**config.mk**
```make
export PLATFORM = sky130hd
export DESIGN_NAME = fetch_pc_unit
export DESIGN_NICKNAME = d
export VERILOG_FILES = /design/src/rtl/fetch_pc_unit.sv
export SDC_FILE = /design/constraint.sdc
export NUM_CORES = 1
export LEC_CHECK = 0
export BUFFER_PORTS_ARGS = -buffer_cell sky130_fd_sc_hd__buf_4
export CORE_MARGIN = 2
export CORE_UTILIZATION = 46
export DETAILED_ROUTE_END_ITERATION = 10
export PLACE_DENSITY = 0.75
export SYNTH_ARGS = -nofsm -noshare
export SYNTH_HDL_FRONTEND = slang
export SYNTH_SLANG_ARGS = --single-unit
```
**constraint.sdc**
```tcl
create_clock -name clk -period 7.6 [get_ports clk]
set_clock_uncertainty 0.1 [all_clocks]
set_input_delay 0.76 -clock clk [delete_from_list [all_inputs] [get_ports clk]]
set_output_delay 0.76 -clock clk [all_outputs]
set_load 0.1 [all_outputs]
```
**src/rtl/fetch_pc_unit.sv**
```systemverilog
// fetch_pc_unit: fetch-stage PC generator and instruction-bus requester.
//
// Owns the fetch PC and keeps at most one instruction-bus request in flight.
// The request address is held stable until iresp_data_ok. Redirects come in
// on N_REDIRECT prioritised channels (index 0 highest). A redirect that lands
// while a request is in flight parks the target in pending_pc and waits in
// KILL for the stale response, which is then dropped. Returned instructions
// are placed in an output register, with a one-entry hold buffer behind it so
// that a response arriving during a decode stall is not lost.
//
// Optional build macro: FETCH_ALIGN_CHECK_EN
//   defined   - a misaligned PC is not fetched; one {pc, 0, misaligned=1}
//               marker is delivered and fetch stops until the next redirect.
//   undefined - fetch_misaligned stays 0 and ireq_addr has its low
//               log2(INST_BYTES) bits cleared.
//
// Ports:
//   clk, reset         clock, asynchronous active-high reset
//   stall              decode cannot accept this cycle
//   redirect_valid/pc  per-channel redirect; channel i at [i*PC_WIDTH +: PC_WIDTH]
//   ireq_valid/addr    instruction-bus request
//   iresp_data_ok/data instruction-bus response (completes the request)
//   pc                 registered fetch PC
//   fetch_valid/pc/inst/misaligned  entry presented to decode
module fetch_pc_unit #(
  parameter int                  PC_WIDTH   = 64,
  parameter logic [PC_WIDTH-1:0] RESET_PC   = PC_WIDTH'(64'h8000_0000),
  parameter int                  INST_BYTES = 4,
  parameter int                  N_REDIRECT = 2
) (
  input  logic                           clk,
  input  logic                           reset,
  input  logic                           stall,
  input  logic [N_REDIRECT-1:0]          redirect_valid,
  input  logic [N_REDIRECT*PC_WIDTH-1:0] redirect_pc,
  output logic                           ireq_valid,
  output logic [PC_WIDTH-1:0]            ireq_addr,
  input  logic                           iresp_data_ok,
  input  logic [31:0]                    iresp_data,
  output logic [PC_WIDTH-1:0]            pc,
  output logic                           fetch_valid,
  output logic [PC_WIDTH-1:0]            fetch_pc,
  output logic [31:0]                    fetch_inst,
  output logic                           fetch_misaligned
);

  localparam logic [PC_WIDTH-1:0] ALIGN_MASK = PC_WIDTH'(INST_BYTES - 1);
  localparam logic [PC_WIDTH-1:0] PC_STEP    = PC_WIDTH'(INST_BYTES);

  typedef enum logic [1:0] {
    S_IDLE = 2'd0,
    S_REQ  = 2'd1,
    S_KILL = 2'd2
  } state_t;

  state_t              state;
  logic [PC_WIDTH-1:0] pending_pc;

  logic                redir_any;
  logic [PC_WIDTH-1:0] redir_tgt;

  logic                new_valid;
  logic [PC_WIDTH-1:0] new_pc;
  logic [31:0]         new_inst;
  logic                new_mis;

  logic                out_valid;
  logic [PC_WIDTH-1:0] out_pc;
  logic [31:0]         out_inst;
  logic                out_mis;

  logic                hold_valid;
  logic [PC_WIDTH-1:0] hold_pc;
  logic [31:0]         hold_inst;
  logic                hold_mis;

  logic                out_load;
  logic                hold_load;
  logic                hold_drain;

`ifdef FETCH_ALIGN_CHECK_EN
  logic                pc_misaligned;
  logic                mis_sent;

  assign pc_misaligned = (pc & ALIGN_MASK) != '0;
  assign ireq_addr     = pc;
`else
  assign ireq_addr     = pc & ~ALIGN_MASK;
`endif

  // Redirect select: scan from the top so the lowest asserted index wins.
  always_comb begin
    redir_any = |redirect_valid;
    redir_tgt = '0;
    for (int i = N_REDIRECT - 1; i >= 0; i--) begin
      if (redirect_valid[i]) redir_tgt = redirect_pc[i*PC_WIDTH +: PC_WIDTH];
    end
  end

  // Entry produced this cycle: a bus response in REQ, or a misaligned marker.
  always_comb begin
    new_valid = 1'b0;
    new_pc    = pc;
    new_inst  = iresp_data;
    new_mis   = 1'b0;
    if (!redir_any) begin
      if (state == S_REQ && iresp_data_ok) begin
        new_valid = 1'b1;
      end
`ifdef FETCH_ALIGN_CHECK_EN
      else if (state == S_IDLE && !hold_valid && pc_misaligned && !mis_sent) begin
        new_valid = 1'b1;
        new_inst  = '0;
        new_mis   = 1'b1;
      end
`endif
    end
  end

  // Hold is only written when the output is occupied and decode is stalled.
  // A new entry and a hold drain never coincide: requests start only with
  // the hold buffer empty.
  assign out_load   = new_valid && (!out_valid || !stall);
  assign hold_load  = new_valid && out_valid && stall;
  assign hold_drain = !redir_any && !new_valid && !stall && hold_valid;

  // ---- Fetch FSM: PC, pending redirect target, request valid ----
  always_ff @(posedge clk or posedge reset) begin
    if (reset) begin
      state      <= S_IDLE;
      ireq_valid <= 1'b0;
      pc         <= RESET_PC;
      pending_pc <= '0;
`ifdef FETCH_ALIGN_CHECK_EN
      mis_sent   <= 1'b0;
`endif
    end else begin
      unique case (state)
        S_IDLE: begin
          if (redir_any) begin
            pc <= redir_tgt;
`ifdef FETCH_ALIGN_CHECK_EN
            mis_sent <= 1'b0;
`endif
          end else if (!hold_valid) begin
`ifdef FETCH_ALIGN_CHECK_EN
            // Misaligned PC: marker goes out once, PC stays frozen.
            if (pc_misaligned) begin
              mis_sent <= 1'b1;
            end else begin
              state      <= S_REQ;
              ireq_valid <= 1'b1;
            end
`else
            state      <= S_REQ;
            ireq_valid <= 1'b1;
`endif
          end
        end
        S_REQ: begin
          if (redir_any) begin
            if (iresp_data_ok) begin
              pc         <= redir_tgt;
              state      <= S_IDLE;
              ireq_valid <= 1'b0;
            end else begin
              // Keep the old address on the bus until the stale response returns.
              pending_pc <= redir_tgt;
              state      <= S_KILL;
            end
          end else if (iresp_data_ok) begin
            pc <= pc + PC_STEP;
            if (hold_load) begin
              state      <= S_IDLE;
              ireq_valid <= 1'b0;
            end
          end
        end
        S_KILL: begin
          if (iresp_data_ok) begin
            pc         <= redir_any ? redir_tgt : pending_pc;
            state      <= S_IDLE;
            ireq_valid <= 1'b0;
          end else if (redir_any) begin
            pending_pc <= redir_tgt;
          end
        end
        default: begin
          state      <= S_IDLE;
          ireq_valid <= 1'b0;
        end
      endcase
    end
  end

  // ---- Output register and hold-buffer occupancy ----
  always_ff @(posedge clk or posedge reset) begin
    if (reset) begin
      out_valid  <= 1'b0;
      out_pc     <= '0;
      out_inst   <= '0;
      out_mis    <= 1'b0;
      hold_valid <= 1'b0;
    end else if (redir_any) begin
      out_valid  <= 1'b0;
      hold_valid <= 1'b0;
    end else if (out_load) begin
      out_valid <= 1'b1;
      out_pc    <= new_pc;
      out_inst  <= new_inst;
      out_mis   <= new_mis;
    end else if (hold_load) begin
      hold_valid <= 1'b1;
    end else if (hold_drain) begin
      out_valid  <= 1'b1;
      out_pc     <= hold_pc;
      out_inst   <= hold_inst;
      out_mis    <= hold_mis;
      hold_valid <= 1'b0;
    end else if (!stall) begin
      out_valid <= 1'b0;
    end
  end

  // ---- Hold-buffer payload (qualified by hold_valid) ----
  always_ff @(posedge clk) begin
    if (hold_load) begin
      hold_pc   <= new_pc;
      hold_inst <= new_inst;
      hold_mis  <= new_mis;
    end
  end

  assign fetch_valid      = out_valid;
  assign fetch_pc         = out_pc;
  assign fetch_inst       = out_inst;
  assign fetch_misaligned = out_mis;

endmodule

```
==> summary.md, run 1 <==
| Metric | Value |
|---|---|
| Register area | `~8600 um^2` |
| Root buffer cell | `clkbuf_16` |
| H-tree levels | `2` |
| CP startpoint kind | `flop` |
| Maxcap violations | `0` |
| Antenna violations before repair | `2` |
| Nets | `2,091` |
| CTS Sinks | `325` |
| Site row count | `between 60 and 70` |
| Worst Path Required | `about 7.6 ns` |
| Final Slew Violations | `0` |
| Leading area contributor after synthesis | `dfrtp_1` |
| First-pass GRT wire length | `77,000 um` |
| Vias | `14,171` |
| Mapped cell area | `16,000 um^2` |
| Synth Instances | `1,653` |
| Worst-skew pair later-pin latency | `0.53 ns` |
| Number of setup violations in the final report | `0` |
| Post-Route WL | `around 50,000 um` |
| Hold path depth | `1` |
| Clk buf depth | `3` |
| Core area | `34,500 um^2` |
| CP endpoint kind | `flop` |
| Tcrit/Tclk final | `approximately 45%` |
| Post-synthesis simple-gate area fraction | `14.4%` |
| Buffer count from post-CTS setup fixing | `0` |
| DPL Wire Length | `around 35,000 um` |
| PostCTS Resize Cnt | `0` |
| Post-detailed-route count of antenna-violating nets | `0` |
| Die Y-Extent | `191 um` |
| IO Pins | `393` |
| Yosys top cell area share | `35.6%` |
| Synthesized flop and latch total | `325` |
| Hold_buf cts | `0` |
| TritonCTS Buffers | `36` |
| Adder-cell share of the synthesized area | `less than 1%` |
| RSZ-0062 raised after global routing | `no` |
| Asr flop ratio synth | `70.5%` |
| Grt total ovfl | `0` |
| Synth Area in Compound Gates | `19.2%` |
| Critical path class | `flop to flop` |
| Wire per inst | `about 21 um` |
| Largest family of logic cells by synthesized area | `compound AO/OA/AOI/OAI gates` |
| Drt via density | `about 5.9` |
| Area of the multi-input gates | `6460 um^2` |
| Post-synthesis cell type count | `66` |
| Reg2Reg Setup Slack | `4.19 ns` |
| Initial DRC count | `1,516` |
| # DRC | `0` |
| FF-to-FF path depth | `7` |
| DRT Pass-1 Iters | `6` |
| Average cell area after synthesis | `9.70 um^2` |
| Area growth from synthesis to layout | `24.6%` |
| Final hold vios | `0` |
| Post-synthesis mux area share | `approximately 5.4%` |
| Most numerous cell in the Yosys netlist | `o21ai_0` |
| Peak Freq | `0.294 GHz` |
| Total track usage | `between 20% and 30%` |
| RD Place Congestion | `around 0.91` |
| Die area | `36,400 um^2` |
| Post-synth EDFFs | `96` |
| WP data arrival | `3.44 ns` |
| Max_slew headroom | `between 30% and 40%` |
| Die width | `191 um` |
| IO buf count | `389` |
| Ys Warns | `0` |
| Initial Util | `between 40% and 50%` |
| CTS tree | `built` |
| Post-synthesis sequential area ratio | `53.7%` |
| Worst-path clk slew | `roughly 0.060 ns` |
| Setup TNS | `0 ns` |
| Worst hold-check path type | `input port to flop` |
| # fillers | `2,932` |
| Post-Synth XOR/XNOR Area | `0.492%` |
| Layout cells sized above 1 | `about a quarter` |
| Main area contributors after synthesis | `dfrtp_1 (36%), edfxtp_1 (18%), o21ai_0 (8.7%)` |
| Post-synth top cells | `o21ai_0 (278), nand2_1 (270), dfrtp_1 (228)` |
| Least-Margin Pin Slew | `0.982 ns` |
| Primary FF master, synth | `dfrtp_1` |
| Crit Path Max Fanout | `58` |
| Vias in the first global route | `13,407` |
| Crit path time final | `3.41 ns` |
| Outcome | `completed` |
| Largest net degree at the start of global routing | `127` |
## routing by layer
metal	global-route usage (%)	part of all wire (%)	vias up
met5	0	0.026	-
met3	4.55	8.8	112
met1	39.4	43	6815
met4	8.91	3.1	2
li1	-	-	6473
met2	41.4	45	769
## layout by cell type, fill, tap and decap left out, types with 5 or more instances in the layout
cell type / count
edfxtp_1: 96
nor4_1: 10
and4_1: 8
buf_4: 407
a21boi_0: 10
mux2i_1: 87
o221ai_1: 9
nor3_1: 19
xor2_1: 5
a22oi_1: 63
ha_1: 5
dfrtp_1: 228
clkbuf_16: 37
and3_1: 22
o22ai_1: 7
or4_1: 6
a22o_1: 6
o21ai_0: 278
a21oi_1: 65
nand4_1: 21
nand3_1: 49
a41oi_1: 5
clkbuf_8: 9
o31ai_1: 5
clkbuf_1: 10
a31oi_1: 26
nor2_1: 65
a211oi_1: 6
or3_1: 7
and2_1: 5
o2bb2ai_1: 6
inv_1: 20
nand2_1: 269
## final timing paths
path | start | to
setup reg to reg | state[1] | hold_inst[14]
max in group asynchronous | reset | pending_pc[44]
hold reg to reg | fetch_pc[29] | fetch_pc[29]
min in group asynchronous | reset | fetch_pc[0]
hold / removal | iresp_data[31] | hold_inst[31]
setup / recovery | state[1] | hold_inst[14]
## worst max-delay path: stages (launching register included)
cell and delay (ns):
dfrtp_1 0.40, inv_1 0.10, ha_1 0.19, buf_4 0.40, nand2_1 0.33, nor3_4 0.22, buf_4 0.48, buf_4 0.70
## state kept, by name (all words and copies together) (netlist names)
| signal | cells |
|---|---|
| pc | 64 |
| fetch_inst | 32 |
| fetch_pc | 64 |
| ireq_valid | 1 |
| hold_valid | 1 |
| pending_pc | 64 |
| fetch_valid | 1 |
| hold_inst | 32 |
| state | 2 |
| hold_pc | 64 |
## metrics by stage
step | cell area [um^2] | util (%) | worst slack, ns | hold WS [ns] | cells
floorplan | 16000 | - | 0.465 | 0.345 | 1655
global placement | 18800 | 54.6 | 3.83 | 0.356 | 2337
detailed placement | 18800 | 54.6 | 3.73 | 0.367 | 2337
CTS | 20000 | 58.0 | 4.23 | 0.320 | 2402
global route | 20000 | 58.0 | 4.02 | 0.322 | 2403
finish | 20000 | 58.0 | 4.19 | 0.331 | 2403
## logic make-up after synthesis
| family | Yosys count |
|---|---|
| AOI/OAI and AO/OA | 520 |
| xor gates and xnor gates | 9 |
| adders and majority gates | 5 |
| buffers and inverters | 202 |
| DFF | 325 |
| muxes | 87 |
| other | 1 |
| and+or+nand+nor | 504 |
## final cells by class
class                      instances  area share (%)
sequential                       325            43.1
multi-input combinational       1128            32.4
timing repair buffer             408            15.4
clock buffer                      56            5.44
tap                              455            2.85
inverter                          21           0.432
clock inverter                     9           0.401
antenna                            1          0.0125
Power of run 1 is left out: the tool's default activity adds up to more than one toggle a clock period on the data nets, which glitch-free logic cannot reach.
==> run 2: changes to the inputs <==
--- a/config.mk
+++ b/config.mk
@@ -5,11 +5,12 @@
 export SDC_FILE = /design/constraint.sdc
 export NUM_CORES = 1
 export LEC_CHECK = 0
+export ABC_AREA = 1
 export BUFFER_PORTS_ARGS = -buffer_cell sky130_fd_sc_hd__buf_4
 export CORE_MARGIN = 2
 export CORE_UTILIZATION = 46
 export DETAILED_ROUTE_END_ITERATION = 10
-export PLACE_DENSITY = 0.75
+export PLACE_DENSITY = 0.72
 export SYNTH_ARGS = -nofsm -noshare
 export SYNTH_HDL_FRONTEND = slang
 export SYNTH_SLANG_ARGS = --single-unit
==> constraint.sdc (replaced) <==
create_clock -name clk -period 3.5 [get_ports clk]
set_clock_uncertainty 0.1 [all_clocks]
set_input_delay 0.35 -clock clk [delete_from_list [all_inputs] [get_ports clk]]
set_output_delay 0.35 -clock clk [all_outputs]
set_load 0.1 [all_outputs]
==> summary.md, run 2 <==
| Metric | Value |
|---|---|
| RD Place Congestion | `0.940 (+2.8%)` |
| Peak Freq | `0.365 GHz (+24%)` |
| Antenna fix cells | `0 (-1)` |
| Dpl ws | `0.641 ns (-3.09 ns)` |
| Antenna violations before repair | `0 (-2)` |
| Met2 GRT Util | `45.1% (+3.7 points)` |
| Worst-path clk slew | `0.06 ns (about the same)` |
| Max_slew headroom | `44.6% (+10 points)` |
| Least-Margin Pin Slew | `0.830 ns (-0.152 ns)` |
| WP data arrival | `3.05 ns (-0.39 ns)` |
| Die area | `38,100 um^2 (+4.8%)` |
| DRT Pass-1 Iters | `6 (unchanged)` |
| Outcome | `completed` |
| Vias in the first global route | `14,898 (+11%)` |
| Primary FF master, synth | `dfrtp_1` |
| Post-placement cell count | `2,788 (+19%)` |
| Die width | `195 um (+2.4%)` |
| Worst-skew pair later-pin latency | `0.53 ns (about the same)` |
| CTS Sinks | `325 (unchanged)` |
| Grt total ovfl | `0 (unchanged)` |
| Top delay family on crit path | `simple AND/OR/NAND/NOR gates` |
| Ys Warns | `0 (unchanged)` |
| Most numerous cell in the Yosys netlist | `nand2_1` |
| CP endpoint kind | `flop` |
| Leading area contributor after synthesis | `dfrtp_1` |
| GR Layer Usage met3 | `3.89% (-0.66 points)` |
| CP startpoint kind | `flop` |
| Yosys top cell area share | `33.9% (-1.7 points)` |
| Wire per inst | `19.7 um (-6.0%)` |
| Reg2reg start | `pc[2]` |
| IO buf count | `389 (unchanged)` |
| Tcrit/Tclk final | `78.3% (+33 points)` |
| Register area | `8620 um^2 (about the same)` |
| Sink of the worst hold path | `pending_pc[21]` |
| Synth Instances | `2,076 (+26%)` |
| Nets | `2,563 (+23%)` |
| Worst path cell trace | `ha_1 > nand2_1 > nor2_1 > nand3_1 > nor2_1 > nand3_1 > nand3_1 > nand2_1 > nand2_1 > nand2_1 > nand2_1 > nand2_1` |
| Initial DRC count | `1,266 (-16%)` |
| Worst reg2reg endpoint | `pc[36]` |
| TritonCTS Buffers | `37 (+2.8%)` |
| Largest stage delay, worst path | `0.59 ns (-0.11 ns)` |
| Most frequent CP cell | `nand2_1` |
| Reg2Reg Setup Slack | `0.76 ns (-3.43 ns)` |
| First-pass GRT wire length | `87,300 um (+13%)` |
| Sum of buffers and inverters on the critical path | `0 (-4)` |
| Final Slew Violations | `0 (unchanged)` |
| Die Y-Extent | `195 um (+2.4%)` |
| Crit Path Max Fanout | `8 (-86%)` |
| Post-synthesis cell type count | `39 (-41%)` |
| Largest net degree at the start of global routing | `101 (-20%)` |
| Area growth from synthesis to layout | `26.7%` |
| PostCTS Resize Cnt | `0 (unchanged)` |
| Crit path time final | `2.74 ns (-0.665 ns)` |
| Hold path depth | `3 (+2)` |
| Most frequent cells in the layout | `nand2_1 (592), buf_4 (410), nor2_1 (251), dfrtp_1 (227), inv_1 (138)` |
| IO Pins | `393 (unchanged)` |
| H-tree levels | `2 (unchanged)` |
| WP depth | `12 (+5)` |
| Commonest non-fill, non-tap cell in the layout | `nand2_1` |
| Worst hold-check path type | `input port to flop` |
| Number of setup violations in the final report | `0 (unchanged)` |
| Mapped cell area | `16,800 um^2 (+4.9%)` |
| Buffer count from post-CTS setup fixing | `0 (unchanged)` |
| Global route hottest layer | `met2` |
| Post-Layout Cell Count | `2,888 (+20%)` |
| # fillers | `3,146 (+7.3%)` |
| Final hold vios | `0 (unchanged)` |
| Area of the multi-input gates | `6740 um^2 (+4.3%)` |
| Total track usage | `29.4% (+2.3 points)` |
| Root buffer cell | `clkbuf_16` |
| Vias | `16,038 (+13%)` |
| Post-detailed-route count of antenna-violating nets | `0 (unchanged)` |
| Asr flop ratio synth | `70.5% (unchanged)` |
| Post-Route WL | `57,000 um (+13%)` |
| RSZ-0062 raised after global routing | `no` |
| Core area | `36,300 um^2 (+5.5%)` |
| Average cell area after synthesis | `8.11 um^2 (-16%)` |
| Maxcap violations | `0 (unchanged)` |
| # DRC | `0 (unchanged)` |
| Main area contributors after synthesis | `dfrtp_1 (34%), edfxtp_1 (17%), nand2_1 (13%)` |
| Post-synth EDFFs | `96 (unchanged)` |
| Site row count | `70 (+2.9%)` |
| Drt via density | `5.55 (-5.8%)` |
| FF-to-FF path depth | `12 (+5)` |
| Clk buf depth | `3 (unchanged)` |
| CTS tree | `built` |
| Synthesized flop and latch total | `325 (unchanged)` |
| Layout cells sized above 1 | `20.8% (-4.0 points)` |
| CP max-delay cell | `dfrtp_1` |
| Met1 Use GR | `43.5% (+4.1 points)` |
| Initial Util | `46.3% (-0.24 points)` |
| DPL Wire Length | `39,600 um (+14%)` |
| Critical path class | `flop to flop` |
| Worst Path Required | `3.81 ns (-3.83 ns)` |
| Final worst slack | `0.760 ns (-3.43 ns)` |
| Worst Min Path Start | `redirect_pc[85]` |
| Post-synthesis sequential area ratio | `51.2% (-2.5 points)` |
| Post-synth top cells | `nand2_1 (593), nor2_1 (253), dfrtp_1 (228)` |
run 2: cell types whose count changed in the layout (fill, tap and decap cells not counted), moves of 27 or more:
cell and delta:
nand2_1 +323, nor2_1 +186, inv_1 +118, o21ai_0 -195, mux2i_1 -87, nand3_1 +27
dlygate4sd3_1 +33, a21oi_1 +27, a31oi_1 +93, o22ai_1 +50
run 2: how the worst max path moves through the flow:
stage / start / end / slack [ns]
after detailed placement: redirect_valid[0] / fetch_inst[21] / 0.64
after global placement: redirect_valid[0] / fetch_inst[21] / 0.75
after CTS: pc[2] / pc[38] / 0.78
after floorplan: fetch_valid / hold_inst[0] / -0.22
after global routing: pc[2] / pc[54] / 0.52
final: pc[2] / pc[36] / 0.76
run 2: worst reg2reg max path: stages, from the launching register on:
cell and delay (ns):
dfrtp_1 0.59, ha_1 0.26, nand2_1 0.08, nor2_1 0.25, nand3_1 0.25, nor2_1 0.46, nand3_1 0.13, nand3_1 0.22
nand2_1 0.07, nand2_1 0.06, nand2_1 0.05, nand2_1 0.06, nand2_1 0.05
run 2: metrics by stage:
stage	util [%]	setup TNS, ns	area [um^2]	hold slack, ns
after floorplan	-	-21.55	16900	0.349
after global placement	54.4	0	19800	0.366
after detailed placement	54.4	0	19800	0.374
after CTS	58.7	0	21300	0.0488
after global routing	58.7	0	21300	0.0627
final	58.7	0	21300	0.0525
run 2: cell families after synthesis:
family | count (synthesis) | synth area share [%]
simple gates | 948 | 22.2
compound gates | 474 | 17.2
flops | 325 | 51.2
other cells | 1 | 0.0223
buf+inv | 322 | 8.98
fa+ha+maj | 5 | 0.372
xor+xnor | 1 | 0.0521
run 2: what timing repair did:
action / 4_1_cts / 5_1_grt
setup endpoints to repair: 0 / 0
endpoints found under the hold margin: 68 / 0
hold buffers: 33 / 0
run 2: area by class of cell:
cell class / count / area share (%)
flip-flops and latches: 325 / 40.4
multi-input cells: 1431 / 31.6
repair buffers: 453 / 16.9
clock buffers: 54 / 5.25
well taps: 468 / 2.75
inverters: 144 / 2.58
clock inverters: 13 / 0.487
run 2: routing by layer:
metal | vias up | share of wire [%]
met4 | 0 | 2.9
met3 | 89 | 7.4
met5 | - | 0
li1 | 7599 | -
met1 | 7638 | 45
met2 | 712 | 45
Power of run 2 is left out for the same reason.
